===== src/rtl/alu_share_arbiter.sv =====
// rtl/alu_share_arbiter.sv - round-robin sequencer sharing one external ALU between two clients
module alu_share_arbiter #(
  parameter int W = 32
) (
  input  logic         clk,
  input  logic         rst_n,
  input  logic [1:0]   req_valid,
  output logic [1:0]   req_ready,
  input  logic [W-1:0] req_a0,
  input  logic [W-1:0] req_b0,
  input  logic [W-1:0] req_a1,
  input  logic [W-1:0] req_b1,
  input  logic [3:0]   req_ctr0,
  input  logic [3:0]   req_ctr1,
  output logic [1:0]   rsp_valid,
  input  logic [1:0]   rsp_ready,
  output logic [W-1:0] rsp_data,
  output logic [3:0]   rsp_flags,
  output logic         rsp_err,
  output logic [W-1:0] alu_i1,
  output logic [W-1:0] alu_i2,
  output logic [3:0]   alu_ctr,
  input  logic [W-1:0] alu_out,
  input  logic         alu_n,
  input  logic         alu_z,
  input  logic         alu_c,
  input  logic         alu_v,
  output logic         busy
);

  typedef enum logic [1:0] {IDLE, EXEC, RESP} state_t;

  state_t         state_q, state_d;
  logic           last_grant_q;
  logic           owner_q;
  logic [W-1:0]   a_q, b_q;
  logic [3:0]     ctr_q;
  logic [W-1:0]   data_q;
  logic [3:0]     flags_q;
  logic           err_q;

  logic           grant;
  logic           accept;
  logic [W-1:0]   sel_a, sel_b;
  logic [3:0]     sel_ctr;

  // Pick the winner: a lone requester, or on a tie the client not served last.
  always_comb begin
    grant = 1'b0;
    if (req_valid == 2'b11) begin
      grant = ~last_grant_q;
    end else if (req_valid[1]) begin
      grant = 1'b1;
    end
  end

  // Operand mux for the granted client.
  always_comb begin
    sel_a   = grant ? req_a1   : req_a0;
    sel_b   = grant ? req_b1   : req_b0;
    sel_ctr = grant ? req_ctr1 : req_ctr0;
  end

  // Next-state and handshake outputs; one op in flight, so ready only in IDLE.
  always_comb begin
    state_d   = state_q;
    req_ready = 2'b00;
    rsp_valid = 2'b00;
    accept    = 1'b0;
    case (state_q)
      IDLE: begin
        if (|req_valid) begin
          req_ready[grant] = 1'b1;
          accept           = 1'b1;
          state_d          = EXEC;
        end
      end
      EXEC: begin
        state_d = RESP;
      end
      RESP: begin
        rsp_valid[owner_q] = 1'b1;
        if (rsp_ready[owner_q]) begin
          state_d = IDLE;
        end
      end
      default: begin
        state_d = IDLE;
      end
    endcase
  end

  // State register; last_grant resets to 1 so client 0 wins the first tie.
  always_ff @(posedge clk or negedge rst_n) begin
    if (!rst_n) begin
      state_q      <= IDLE;
      last_grant_q <= 1'b1;
      owner_q      <= 1'b0;
    end else begin
      state_q <= state_d;
      if (accept) begin
        owner_q      <= grant;
        last_grant_q <= grant;
      end
    end
  end

  // Operand registers feed the ALU in every state, never req_* directly.
  always_ff @(posedge clk or negedge rst_n) begin
    if (!rst_n) begin
      a_q   <= '0;
      b_q   <= '0;
      ctr_q <= 4'b0000;
    end else if (accept) begin
      a_q   <= sel_a;
      b_q   <= sel_b;
      ctr_q <= sel_ctr;
    end
  end

  // Capture the ALU result at the end of EXEC; held until the next EXEC.
  always_ff @(posedge clk or negedge rst_n) begin
    if (!rst_n) begin
      data_q  <= '0;
      flags_q <= 4'b0000;
      err_q   <= 1'b0;
    end else if (state_q == EXEC) begin
      data_q  <= alu_out;
      flags_q <= {alu_n, alu_z, alu_c, alu_v};
      err_q   <= (ctr_q > 4'b1001);
    end
  end

  assign alu_i1    = a_q;
  assign alu_i2    = b_q;
  assign alu_ctr   = ctr_q;
  assign rsp_data  = data_q;
  assign rsp_flags = flags_q;
  assign rsp_err   = err_q;
  assign busy      = (state_q != IDLE);

endmodule


===== config.mk =====
export PLATFORM = sky130hd
export DESIGN_NAME = alu_share_arbiter
export DESIGN_NICKNAME = d
export VERILOG_FILES = /design/src/rtl/alu_share_arbiter.sv
export SDC_FILE = /design/constraint.sdc
export NUM_CORES = 1
export LEC_CHECK = 0
export CORE_MARGIN = 4
export CORE_UTILIZATION = 37
export DETAILED_ROUTE_END_ITERATION = 12
export GPL_TIMING_DRIVEN = 0
export HOLD_SLACK_MARGIN = 0.15
export PLACE_DENSITY_LB_ADDON = 0.1
export RECOVER_POWER = 50
export SLEW_MARGIN = 20
export SYNTH_ARGS = -nofsm -noshare
export SYNTH_HDL_FRONTEND = slang
export SYNTH_SLANG_ARGS = --single-unit

===== constraint.sdc =====
create_clock -name clk -period 1.71 [get_ports clk]
set_clock_uncertainty 0.1 [all_clocks]
set_input_delay 0.342 -clock clk [delete_from_list [all_inputs] [get_ports clk]]
set_output_delay 0.342 -clock clk [all_outputs]
set_load 0.01 [all_outputs]

==> flow_summary.yaml <==
run_status:
  outcome: "complete, but fails checks"
  failed_checks: "negative setup slack"
synth:
  synth_cells: 335
  synth-simple-area-share_pct: 10.82
  synth_cell_type_count: 16
  synth_top_family_by_area: "compound AO/OA/AOI/OAI gates"
  synthAdderAreaFrac_pct: 0
  synth_area_sq_um: 4509
  yosysWarnings: 0
  ys_seq_area_share_pct: 60.52
  synth.mux.area_fraction_pct: 9.240
  synth_compound_area_share_pct: 15.87
  avgSynthCellArea_sq_um: 13.46
  syn_nets: 513
  yosys.area_share.xor_xnor_pct: 0
  synth_seq_cells: 109
floorplan:
  rows: 40
  fp.dieArea_sq_um: 14020
  core_sq_um: 11960
  fp.dieH_microns: 118.4
  die_w_microns: 118.4
  io_pins: 288
  start_util_pct: 37.70
layout:
  final_common_cell: "clkdlybuf4s50_1"
  final_area_sq_um: 8431
  fin_nets: 837
  drive_gt1_share_pct: 21.30
  diodes: 0
  layout_common_cells: "215 x clkdlybuf4s50_1, 106 x dfrtp_1, 68 x a221o_1, 51 x and3_1, 37 x mux2_2"
  num-fill-cells: 929
  area_growth_pct: 86.96
drt:
  drc: 0
  vias: 4308
  via_per_inst: 5.325
  drt_pass1_iterations: 4
  first_iter_violations: 176
  routed_wl_microns: 16840
  ant_nets: 0
  avgRoutedWirePerCell_microns: 20.82
grt:
  antenna_found_initial: 0
  grt_max_degree: 60
  gr-total-overflow: 0
  grt_pass1_wl_microns: 24960
  grt_pass1_vias: 4553
  grt_use_total_pct: 22.52
clock_network:
  cts.clk_slew.worst_paths_ns: 0.07
  cts_tree: "built"
  clock_latency_ns: 0.33
  cts.htree.levels: 3
  clk_path_buf_depth: 2
  root_buffer: "clkbuf_16"
  cts_sinks: 109
  cts_inserted_buffers: 9
placement:
  place_congestion: 0.7534
  dpl_cell_area_sq_um: 7595
  port_buffers: 287
  dp_slack_ns: -0.9641
  dpl.hpwl_microns: 12340
power_and_ir_drop:
  seqPwrFrac_pct: 33.2
  p_leak_nw: 3.794
  power.clock.fraction_pct: 13.8
  switchingPower_w: 0.004665
  internal-power_w: 0.009338
  p_comb_share_pct: 53.0
  ir_drop_v: 0.0006319
  switching_share_pct: 33.31
  power_w: 0.01400
  p_per_area_nw_per_um2: 1661
sta:
  fin_crit_sh_pct: 108.7
  relSlewSlack_pct: 51.66
  slew_violations: 0
  min_period_ns: 1.858
  worst_slack_ns: -0.1483
  worst_pin_slew_ns: 0.7251
  final_hold_viol_count: 0
  rsz0062_at_grt: "yes"
  setup_viol: 32
  fmax_mhz: 538.1
critical_path:
  worstPathMaxFanout: 3
  r2r_start: "last_grant_q"
  endpoint_kind: "output port"
  crit_start: "last_grant_q"
  cp-start-kind: "flop"
  worstSetupPathType: "reg2out"
  worstPathRequired_ns: 1.27
  worstPathArrival_ns: 1.42
min_path:
  worstHoldStart: "rsp_err"
  hold_class: "reg2reg"
run:
  drv_cap: 0
-- flip-flops by register name, summed over array words and instances, names as in the netlist --
signal,count
rsp_data,32
owner_q,1
last_grant_q,1
alu_ctr,4
alu_i1,32
state_q,2
rsp_err,1
rsp_flags,4
alu_i2,32
-- cell usage after synthesis --
cell	number	area, sq um
dfrtp_1	108	2703
nor2_1	3	11.26
nor3b_2	1	12.51
buf_2	8	40.04
nand2_1	2	7.510
and3_1	70	437.9
a221o_1	68	680.7
inv_1	3	11.26
o21ai_1	1	5.000
o21ai_0	3	15.01
nand2b_1	3	18.77
clkbuf_1	23	86.33
dfstp_2	1	26.28
a21o_1	2	15.01
mux2_2	37	416.7
buf_6	2	22.52
-- kinds of logic (layout without fill, tap and decap cells) --
logic type	Yosys count	in the layout
DFF	109	109
buffers and inverters	36	363
muxes	37	37
AOI/OAI and AO/OA	74	74
and+or+nand+nor	79	79
-- worst max-delay path, stage by stage, from the launching register on --
cell and delay, ns:
dfstp_2 0.57, nand2b_4 0.13, and3_4 0.19, buf_6 0.10, buf_6 0.09
-- layout make-up --
type / instances / area, sq um / area share (%)
Buffer: 31 / 341.6 / 4.052
Clock buffer: 13 / 260.3 / 3.087
Clock inverter: 1 / 7.507 / 0.08905
Inverter: 3 / 11.26 / 0.1336
Multi-Input combinational cell: 190 / 1755 / 20.82
Sequential cell: 109 / 2731 / 32.40
Tap cell: 147 / 183.9 / 2.182
Timing Repair Buffer: 315 / 3139 / 37.24
-- layer usage --
metal / track usage [%] / up-vias / routed length (microns)
li1: - / 1955 / -
met1: 26.28 / 2110 / 6497
met2: 38.73 / 219 / 8573
met3: 6.651 / 24 / 1387
met4: 9.341 / 0 / 382
met5: 0 / - / 0
-- power by group through the flow --
stage               registers (W)  logic, W  clock network, W
floorplan                 0.00515   0.00255                 0
global route              0.00479   0.00790           0.00207
finish                    0.00466   0.00742           0.00193
detailed placement        0.00464   0.00695                 0
global placement          0.00460   0.00683                 0
CTS                       0.00465   0.00718           0.00196
-- worst paths after layout --
kind                                end  slack [ns]  depth (start not counted)
hold reg to reg                 rsp_err        0.38                          2
hold / removal                  rsp_err        0.38                          2
max in group asynchronous    alu_i1[19]        0.23                          3
setup / recovery           req_ready[0]       -0.15                          4
min in group asynchronous  rsp_flags[3]        0.52                          2
setup reg to reg              alu_i2[6]       -0.09                          7
-- timing repair --
item / 4_1_cts / 5_1_grt
gates cloned: 2 / 7
endpoints found under the setup margin: 105 / 120
hold buffers: 1 / 0
endpoints found under the hold margin: 49 / 0
buffers inserted: 9 / 8
resized for setup: 96 / 127
pin swaps: 4 / 45
-- metrics by stage --
step | hold slack, ns | utilization, % | std cells | setup TNS [ns]
2_1_floorplan | -0.05359 | - | 335 | 0
3_3_place_gp | 0.3673 | 63.25 | 769 | -473.56
3_5_place_dp | 0.2255 | 63.49 | 770 | -42.63
4_1_cts | 0.3895 | 67.97 | 795 | -3.014
5_1_grt | 0.4115 | 70.48 | 809 | -3.525
6_report | 0.3827 | 70.48 | 809 | -2.098
Note: power is estimated with default switching activity, not from simulation.
